`config.mk`:
```
export PLATFORM = sky130hd
export DESIGN_NAME = hazard_ctrl
export DESIGN_NICKNAME = d
export VERILOG_FILES = /design/src/rtl/hazard_ctrl_pkg.sv /design/src/rtl/hazard_ctrl_sat_counter.sv /design/src/rtl/hazard_ctrl.sv
export SDC_FILE = /design/constraint.sdc
export NUM_CORES = 1
export LEC_CHECK = 0
export ABC_AREA = 1
export BUFFER_PORTS_ARGS = -buffer_cell sky130_fd_sc_hd__buf_2
export CORE_MARGIN = 2
export CORE_UTILIZATION = 50
export CTS_BUF_LIST = sky130_fd_sc_hd__clkbuf_4
export CTS_CLUSTER_DIAMETER = 150
export DETAILED_ROUTE_END_ITERATION = 12
export GPL_TIMING_DRIVEN = 0
export PLACE_DENSITY = 0.77
export SLEW_MARGIN = 40
export SYNTH_ARGS = -nofsm -noshare
export SYNTH_HDL_FRONTEND = slang
export SYNTH_SLANG_ARGS = --single-unit
```
`constraint.sdc`:
```
create_clock -name clk -period 2.7 [get_ports clk]
set_input_delay 0.27 -clock clk [delete_from_list [all_inputs] [get_ports clk]]
set_output_delay 0.27 -clock clk [all_outputs]
set_load 0.005 [all_outputs]
```
`src/rtl/hazard_ctrl_pkg.sv`:
```
// Shared pipeline definitions: FSM state encoding, register-file constants,
// the NOP instruction word and the encoded IF/ID / ID/EX control patterns.
package hazard_ctrl_pkg;

  // Mul/div tracking state
  typedef enum logic {
    HC_IDLE = 1'b0,
    HC_BUSY = 1'b1
  } hc_state_t;

  // Architectural zero register: never a real producer
  localparam logic [4:0] REG_ZERO = 5'd0;

  // Instruction word used by the IF/ID register when it is flushed
  localparam int          INSTR_W   = 32;
  localparam logic [31:0] NOP_INSTR = 32'h0000_0000;

  // Width of the mul/div latency down-counter
  localparam int MD_CNT_W = 4;

  // Front-end control bundle driven by the hazard controller
  typedef struct packed {
    logic pc_write;
    logic if_id_write;
    logic if_flush;
    logic id_ex_bubble;
  } hc_ctrl_t;

  localparam hc_ctrl_t CTRL_NORMAL = '{pc_write: 1'b1, if_id_write: 1'b1,
                                       if_flush: 1'b0, id_ex_bubble: 1'b0};
  localparam hc_ctrl_t CTRL_STALL  = '{pc_write: 1'b0, if_id_write: 1'b0,
                                       if_flush: 1'b0, id_ex_bubble: 1'b1};
  localparam hc_ctrl_t CTRL_FLUSH  = '{pc_write: 1'b1, if_id_write: 1'b1,
                                       if_flush: 1'b1, id_ex_bubble: 1'b1};

  // True when a non-zero destination register matches a source register
  function automatic logic reg_match(input logic [4:0] dst, input logic [4:0] src);
    return (dst != REG_ZERO) && (dst == src);
  endfunction

endpackage

```
`src/rtl/hazard_ctrl_sat_counter.sv`:
```
// Parameterised-width saturating incrementer; holds at all-ones once reached.
module hc_sat_counter #(
  parameter int W = 16
) (
  input  logic         clk,
  input  logic         rst,
  input  logic         i_inc,
  output logic [W-1:0] o_cnt
);

  logic [W-1:0] r_cnt;
  logic         w_sat;

  assign w_sat = &r_cnt;

  // Count enabled cycles, stopping at the maximum representable value
  always_ff @(posedge clk or posedge rst) begin
    if (rst) begin
      r_cnt <= '0;
    end else if (i_inc && !w_sat) begin
      r_cnt <= r_cnt + 1'b1;
    end
  end

  assign o_cnt = r_cnt;

endmodule

```
`src/rtl/hazard_ctrl.sv`:
```
// Pipeline hazard controller for the 5-stage integer pipeline: resolves
// load-use, mul/div-busy and taken-branch hazards in the same cycle and
// keeps a saturating count of stall cycles.
module hazard_ctrl
  import hazard_ctrl_pkg::*;
#(
  parameter int MD_LAT   = 4,
  parameter int STALL_CW = 16
) (
  input  logic                clk,
  input  logic                rst,
  input  logic [4:0]          id_rs,
  input  logic [4:0]          id_rt,
  input  logic                id_uses_rt,
  input  logic                id_is_muldiv,
  input  logic                id_reads_hilo,
  input  logic                ex_mem_read,
  input  logic [4:0]          ex_rt,
  input  logic                ex_branch_taken,
  output logic                pc_write,
  output logic                if_id_write,
  output logic                if_flush,
  output logic                id_ex_bubble,
  output logic                md_busy,
  output logic [STALL_CW-1:0] stall_cnt
);

  // Counter reload value for a newly issued mul/div
  localparam logic [MD_CNT_W-1:0] MD_LOAD = MD_CNT_W'(MD_LAT);

  hc_state_t           r_state;
  hc_state_t           w_state_nxt;
  logic [MD_CNT_W-1:0] r_md_cnt;
  logic [MD_CNT_W-1:0] w_md_cnt_nxt;

  logic     w_md_busy;
  logic     w_lu_haz;
  logic     w_md_haz;
  logic     w_stall;
  logic     w_issue;
  hc_ctrl_t w_ctrl;

  // A result is pending for as long as the FSM sits in BUSY
  assign w_md_busy = (r_state == HC_BUSY);

  // Hazard detection; a taken branch squashes ID so it never stalls
  always_comb begin
    w_lu_haz = ex_mem_read &&
               (reg_match(ex_rt, id_rs) || (id_uses_rt && reg_match(ex_rt, id_rt)));
    w_md_haz = w_md_busy && (id_reads_hilo || id_is_muldiv);
    w_stall  = !ex_branch_taken && (w_lu_haz || w_md_haz);
    w_issue  = (r_state == HC_IDLE) && id_is_muldiv && !w_stall && !ex_branch_taken;
  end

  // Mul/div state and latency counter
  always_ff @(posedge clk or posedge rst) begin
    if (rst) begin
      r_state  <= HC_IDLE;
      r_md_cnt <= '0;
    end else begin
      r_state  <= w_state_nxt;
      r_md_cnt <= w_md_cnt_nxt;
    end
  end

  // Next state: load on issue, count down while busy, return to IDLE at zero
  always_comb begin
    w_state_nxt  = r_state;
    w_md_cnt_nxt = r_md_cnt;
    case (r_state)
      HC_IDLE: begin
        if (w_issue) begin
          w_state_nxt  = HC_BUSY;
          w_md_cnt_nxt = MD_LOAD;
        end
      end
      HC_BUSY: begin
        w_md_cnt_nxt = r_md_cnt - 1'b1;
        if (r_md_cnt <= MD_CNT_W'(1)) begin
          w_state_nxt = HC_IDLE;
        end
      end
      default: begin
        w_state_nxt  = HC_IDLE;
        w_md_cnt_nxt = '0;
      end
    endcase
  end

  // Front-end controls: flush beats stall beats normal; reset forces normal
  always_comb begin
    if (rst) begin
      w_ctrl = CTRL_NORMAL;
    end else if (ex_branch_taken) begin
      w_ctrl = CTRL_FLUSH;
    end else if (w_stall) begin
      w_ctrl = CTRL_STALL;
    end else begin
      w_ctrl = CTRL_NORMAL;
    end
  end

  assign pc_write     = w_ctrl.pc_write;
  assign if_id_write  = w_ctrl.if_id_write;
  assign if_flush     = w_ctrl.if_flush;
  assign id_ex_bubble = w_ctrl.id_ex_bubble;
  assign md_busy      = w_md_busy;

  // Performance counter of stall cycles (flush cycles excluded via w_stall)
  hc_sat_counter #(
    .W (STALL_CW)
  ) u_stall_cnt (
    .clk   (clk),
    .rst   (rst),
    .i_inc (w_stall),
    .o_cnt (stall_cnt)
  );

endmodule

```
==> results.json, run 1 <==
{
  "stdcell_count": 309,
  "cp-start-kind": "flip-flop",
  "worstRegToRegCells": 9,
  "cts-root-buf": "clkbuf_4",
  "whs_path_depth": 3,
  "cp_num_buf_inv": 3,
  "synth_xor_area_frac": 0.0736,
  "vias_per_cell": 5.00,
  "synth.net_count": 254,
  "reg2reg_slack_ns": 0.84,
  "yosysUniqueCellTypes": 21,
  "slowest_delay_ns": 0.42,
  "placedCellCount": 304,
  "drive_gt1_frac": 0.217,
  "p_int_uw": 611,
  "ys_seq_area_frac": 0.340,
  "antenna_found_initial": 0,
  "initial_core_util": 0.515,
  "drtIter0Drc": 74,
  "pwr-share-clk": 0.165,
  "end_kind": "output port",
  "grt_remaining_overflow": 0,
  "die_w_um": 59.6,
  "synth_commonest_cells": "nand2_1, inv_1, dfrtp_1",
  "synth_ff_type": "dfrtp_1",
  "critPathArrivalTime_ns": 1.74,
  "max_slew.worst_pin.slew_ns": 0.470,
  "ys_ff_latch": 21,
  "cts_hold_buffers": 1,
  "synth_top_cell_area_share": 0.340,
  "cts_tree": "done",
  "portBuffers": 42,
  "place_hpwl_mm": 2.67,
  "cts_buffers": 3,
  "gp_congestion": 0.881,
  "syn_inst": 229,
  "crit_fanout": 10,
  "synth_mux_area_frac": 0,
  "diodes": 0,
  "syn2layout_area_growth_pct": 18.9,
  "grt_usage": 0.219,
  "cts_resized": 0,
  "coreArea_mm2": 0.00300,
  "cp_num_cells": 6,
  "critPathMostFrequentCell": "buf_2",
  "max_clock_freq_mhz": 498,
  "cp_cell_sequence": "o21ai_0 -> nand2_2 -> buf_2 -> nand3_1 -> buf_4 -> buf_2",
  "power.density_mw_per_mm2": 550,
  "swShare": 0.395,
  "critPathSlowestCell": "dfrtp_1",
  "path_clk_slew_ns": 0.11,
  "timing.hold.ws_ns": 0.352,
  "io_pins": 43,
  "netlist_area_mm2": 0.00155,
  "rows": 20,
  "max-clock-path-buffers": 2,
  "fin_tns_setup_ns": 0,
  "vias": 1546,
  "nets": 302,
  "synth-compound-area-share": 0.0178,
  "syn_area_per_cell_um2": 6.75,
  "routed_wirelength_mm": 3.45,
  "p_leak_nw": 1.05,
  "die_area_mm2": 0.00355,
  "synth_enable_flop_cells": 0,
  "yosys.area_share.simple": 0.446,
  "hp-class": "in -> reg",
  "required_ns": 2.43,
  "relSlewSlack": 0.687,
  "antenna_left": 0,
  "critPathTopFamily": "buffers and inverters",
  "path_class": "reg -> out",
  "grt_pass1_vias": 1435,
  "dr.pass1.iters": 4,
  "clkLatencyLatePin_ns": 0.31,
  "grt_max_degree": 24,
  "fin_area_mm2": 0.00184,
  "synth_async_sr_flop_share": 1.00,
  "power_frac_comb": 0.383,
  "p_seq_frac": 0.452,
  "finClkSkew_ns": 0.00212,
  "die_height_um": 59.6,
  "slew_viol_final": 0,
  "synth_most_common_cell": "nand2_1",
  "cts_setup_buffers": 0,
  "placed_cell_area_mm2": 0.00180,
  "drv_cap": 0,
  "htree_num_levels": 1,
  "synth_area_leaders": "dfrtp_1, nand2_1, nand4_1",
  "grt_pass1_wl_mm": 5.94,
  "p_total_mw": 1.01,
  "finalSetupViolCount": 0,
  "ys.warnings.count": 0,
  "clock-sinks": 21,
  "synth_top_area_cell": "dfrtp_1",
  "synth_top_family_by_area": "simple AND/OR/NAND/NOR gates",
  "power.switching_uw": 399,
  "rsz0062_at_grt": "no",
  "drc": 0,
  "post_drt_wl_per_cell_um": 11.2,
  "synthAdderAreaFrac": 0.0243,
  "status": "finished clean",
  "final.min_clock_period_ns": 2.01,
  "ir_drop_v": 0.000360,
  "hold_viol": 0,
  "period_share": 0.744
}
[power groups by stage]
stage	Combinational (mW)	Clock [mW]	Sequential, mW
after floorplan	0.272	0	0.449
after global placement	0.376	0	0.458
after detailed placement	0.388	0	0.460
after CTS	0.390	0.173	0.455
after global routing	0.446	0.186	0.465
final	0.387	0.167	0.456
[placed cells by master (no fill, tap or decap), drive strengths merged]
cell	synthesis	final
nor3	6	6
o21ai	4	4
nand2	85	85
xor2	7	7
buf	4	46
clkbuf	2	6
ha	3	3
o31ai	1	1
nand3	16	16
or2	3	3
dfrtp	21	21
nand4	20	20
dlygate4sd3	0	1
nor2	20	20
inv	31	31
xnor2	6	6
[worst register-to-register path: cells and delay by family (launching register included)]
| kind | cells | cell delay, ns |
|---|---|---|
| and+or+nand+nor | 6 | 0.74 |
| buffers and inverters | 2 | 0.33 |
| DFF | 1 | 0.46 |
| adders and majority gates | 1 | 0.24 |
[kinds of logic after synthesis]
family / count (synthesis)
adder cells (fa/ha/maj): 3
buffers and inverters: 37
AO/OA/AOI/OAI: 5
XOR/XNOR: 13
flip-flops: 21
AND/OR/NAND/NOR: 150
[flip-flops by register name, indices dropped and copies added, names as in the netlist]
register	flops
md_busy	1
r_md_cnt	4
u_stall_cnt.o_cnt	16
[path summary, 6_finish.rpt]
| check | end | from |
|---|---|---|
| max | pc_write | md_busy |
| min | md_busy | id_is_muldiv |
| max reg2reg | u_stall_cnt.o_cnt[10] | u_stall_cnt.o_cnt[0] |
| min reg2reg | u_stall_cnt.o_cnt[15] | u_stall_cnt.o_cnt[15] |
| max in group asynchronous | u_stall_cnt.o_cnt[11] | rst |
| min in group asynchronous | u_stall_cnt.o_cnt[5] | rst |
[layer usage]
metal  GRT usage  part of all wire
met1       0.279              0.48
met2       0.369              0.46
met4      0.0667             0.011
met3      0.0480             0.043
met5           0                 0
[stage by stage]
step	worst slack, ns	util
after floorplan	1.08	-
after global placement	0.738	0.599
after detailed placement	0.745	0.599
after CTS	0.679	0.612
after global routing	0.569	0.612
final	0.692	0.612
[cell type report]
cell class              instances  area, µm²
clock buffers                   4       30.0
plain buffers                   6       36.3
inverters                      31        116
multi-input cells             171        868
repair buffers                 43        220
well taps                      33       41.3
fillers                       268       1160
flip-flops and latches         21        526
Power figures use the tool's default switching activity.
==> inputs of run 2 (changes only) <==
Settings changed: CORE_UTILIZATION 50 to 49, PLACE_DENSITY 0.77 to 0.79.
Clock period 2.7 ns to 1.7 ns, I/O delays scaled along.
==> results.json, run 2 (synthesis results as in run 1) <==
{
  "cp-start-kind": "flip-flop",
  "clock-sinks": 21,
  "critPathSlowestCell": "dfrtp_1",
  "finalSetupViolCount": 0,
  "worst_slack_ns": 0.0665,
  "power.density_mw_per_mm2": 892,
  "final_common_cell": "nand2_1",
  "dp_slack_ns": -0.151,
  "ir_drop_v": 0.000797,
  "crit_fanout": 5,
  "critPathArrivalTime_ns": 1.89,
  "vias": 1655,
  "grt_max_degree": 22,
  "drc": 0,
  "die_height_um": 60.2,
  "rsz0062_at_grt": "yes",
  "gp_congestion": 0.926,
  "cts-root-buf": "clkbuf_4",
  "path_class": "reg -> reg",
  "die_w_um": 60.2,
  "syn2layout_area_growth_pct": 32.5,
  "antenna_left": 0,
  "slew_viol_final": 0,
  "path_clk_slew_ns": 0.13,
  "place_hpwl_mm": 2.60,
  "p_leak_nw": 1.16,
  "hp-class": "in -> async",
  "status": "finished clean",
  "routed_wirelength_mm": 3.91,
  "clkLatencyLatePin_ns": 0.32,
  "max_clock_freq_mhz": 612,
  "drive_gt1_frac": 0.311,
  "finClkSkew_ns": 0.00939,
  "grt_pass1_wl_mm": 6.17,
  "max-clock-path-buffers": 2,
  "cp_num_buf_inv": 2,
  "cts_buffers": 3,
  "startpoint": "u_stall_cnt.o_cnt[1]",
  "hold_viol": 0,
  "relSlewSlack": 0.673,
  "fin_area_mm2": 0.00205,
  "rows": 20,
  "required_ns": 1.96,
  "antenna_found_initial": 0,
  "slowest_delay_ns": 0.42,
  "placed_cell_area_mm2": 0.00181,
  "reg2reg_from": "u_stall_cnt.o_cnt[1]",
  "vias_per_cell": 4.97,
  "critPathTopFamily": "simple AND/OR/NAND/NOR gates",
  "cts_tree": "done",
  "layout_common_cells": "nand2_1, buf_2, inv_1",
  "io_pins": 43,
  "grt_remaining_overflow": 0,
  "dr.pass1.iters": 5,
  "coreArea_mm2": 0.00303,
  "end_kind": "flip-flop",
  "grt_pass1_vias": 1455,
  "initial_core_util": 0.511,
  "largest_reg_flops": 16,
  "grt_usage": 0.227,
  "drv_cap": 0,
  "nets": 315,
  "max_slew.worst_pin.slew_ns": 0.490,
  "period_share": 0.961,
  "critPathMostFrequentCell": "nand3_4",
  "drtIter0Drc": 106,
  "cp_cell_sequence": "ha_4 -> nand3_4 -> inv_4 -> nand2_4 -> nor3_4 -> nand3_4 -> nand3_4 -> clkbuf_16 -> nand2_4 -> nand2_2",
  "portBuffers": 42,
  "post_drt_wl_per_cell_um": 11.7,
  "final.min_clock_period_ns": 1.63,
  "diodes": 0,
  "htree_num_levels": 1,
  "die_area_mm2": 0.00362
}
-- run 2: cell count changes in the layout (fill, tap and decap cells not counted), sizes merged --
cell,before,now
clkinv,0,1
dlygate4sd3,1,0
buf,46,59
-- run 2: final timing paths --
kind | end | slack, ns | depth (start not counted)
min reg2reg | u_stall_cnt.o_cnt[15] | 0.54 | 2
max | u_stall_cnt.o_cnt[8] | 0.07 | 10
max reg2reg | u_stall_cnt.o_cnt[8] | 0.07 | 10
max in group asynchronous | u_stall_cnt.o_cnt[0] | 1.33 | 3
min | u_stall_cnt.o_cnt[1] | 0.005 | 3
min in group clk | md_busy | 0.25 | 3
-- run 2: final cells by class --
cell class	instances	area [µm²]
Buffer	6	55.1
Sequential cell	21	528
Tap cell	44	55.1
Timing Repair Buffer	56	330
Multi-Input combinational cell	171	935
Clock inverter	1	5.00
Clock buffer	3	22.5
Fill cell	263	978
Inverter	31	119
-- run 2: worst register-to-register path, cell delays in order, from the launching register on --
cell	delay [ns]
dfrtp_1	0.42
ha_4	0.18
nand3_4	0.10
inv_4	0.09
nand2_4	0.05
nor3_4	0.19
nand3_4	0.14
nand3_4	0.13
clkbuf_16	0.17
nand2_4	0.04
nand2_2	0.04
-- run 2: where the power goes --
part / total [mW] / switching [mW] / leakage (nW) / internal (mW)
Clock: 0.254 / 0.166 / 0.0177 / 0.0881
Sequential: 0.723 / 0.118 / 0.276 / 0.605
Combinational: 0.851 / 0.445 / 0.865 / 0.406
-- run 2: timing repair --
action,CTS,global route
pin swaps,1,4
setup buffers,6,6
resized for setup,5,25
hold buffers,1,0
cloned,0,1
hold endpoints to repair,21,0
endpoints found under the setup margin,18,18
-- run 2: metrics by stage --
| stage | cells | TNS (ns) | utilization | hold WS (ns) | power [mW] |
|---|---|---|---|---|---|
| 3_3_place_gp | 315 | -1.44 | 0.598 | 0.390 | 1.33 |
| 2_1_floorplan | 229 | 0 | - | 0.161 | 1.15 |
| 6_report | 333 | 0 | 0.677 | 0.00461 | 1.83 |
| 3_5_place_dp | 315 | -1.64 | 0.598 | 0.230 | 1.35 |
| 4_1_cts | 326 | 0 | 0.630 | 0.231 | 1.69 |
| 5_1_grt | 333 | -0.391 | 0.677 | 0.0421 | 1.97 |
-- run 2: layer usage --
metal	wire length [µm]	vias up	share of wire	GRT usage
met4	17	0	0.0043	0.0571
met3	237	2	0.061	0.0390
met2	1860	55	0.48	0.370
met5	0	-	0	0
li1	-	847	-	-
met1	1800	751	0.46	0.310
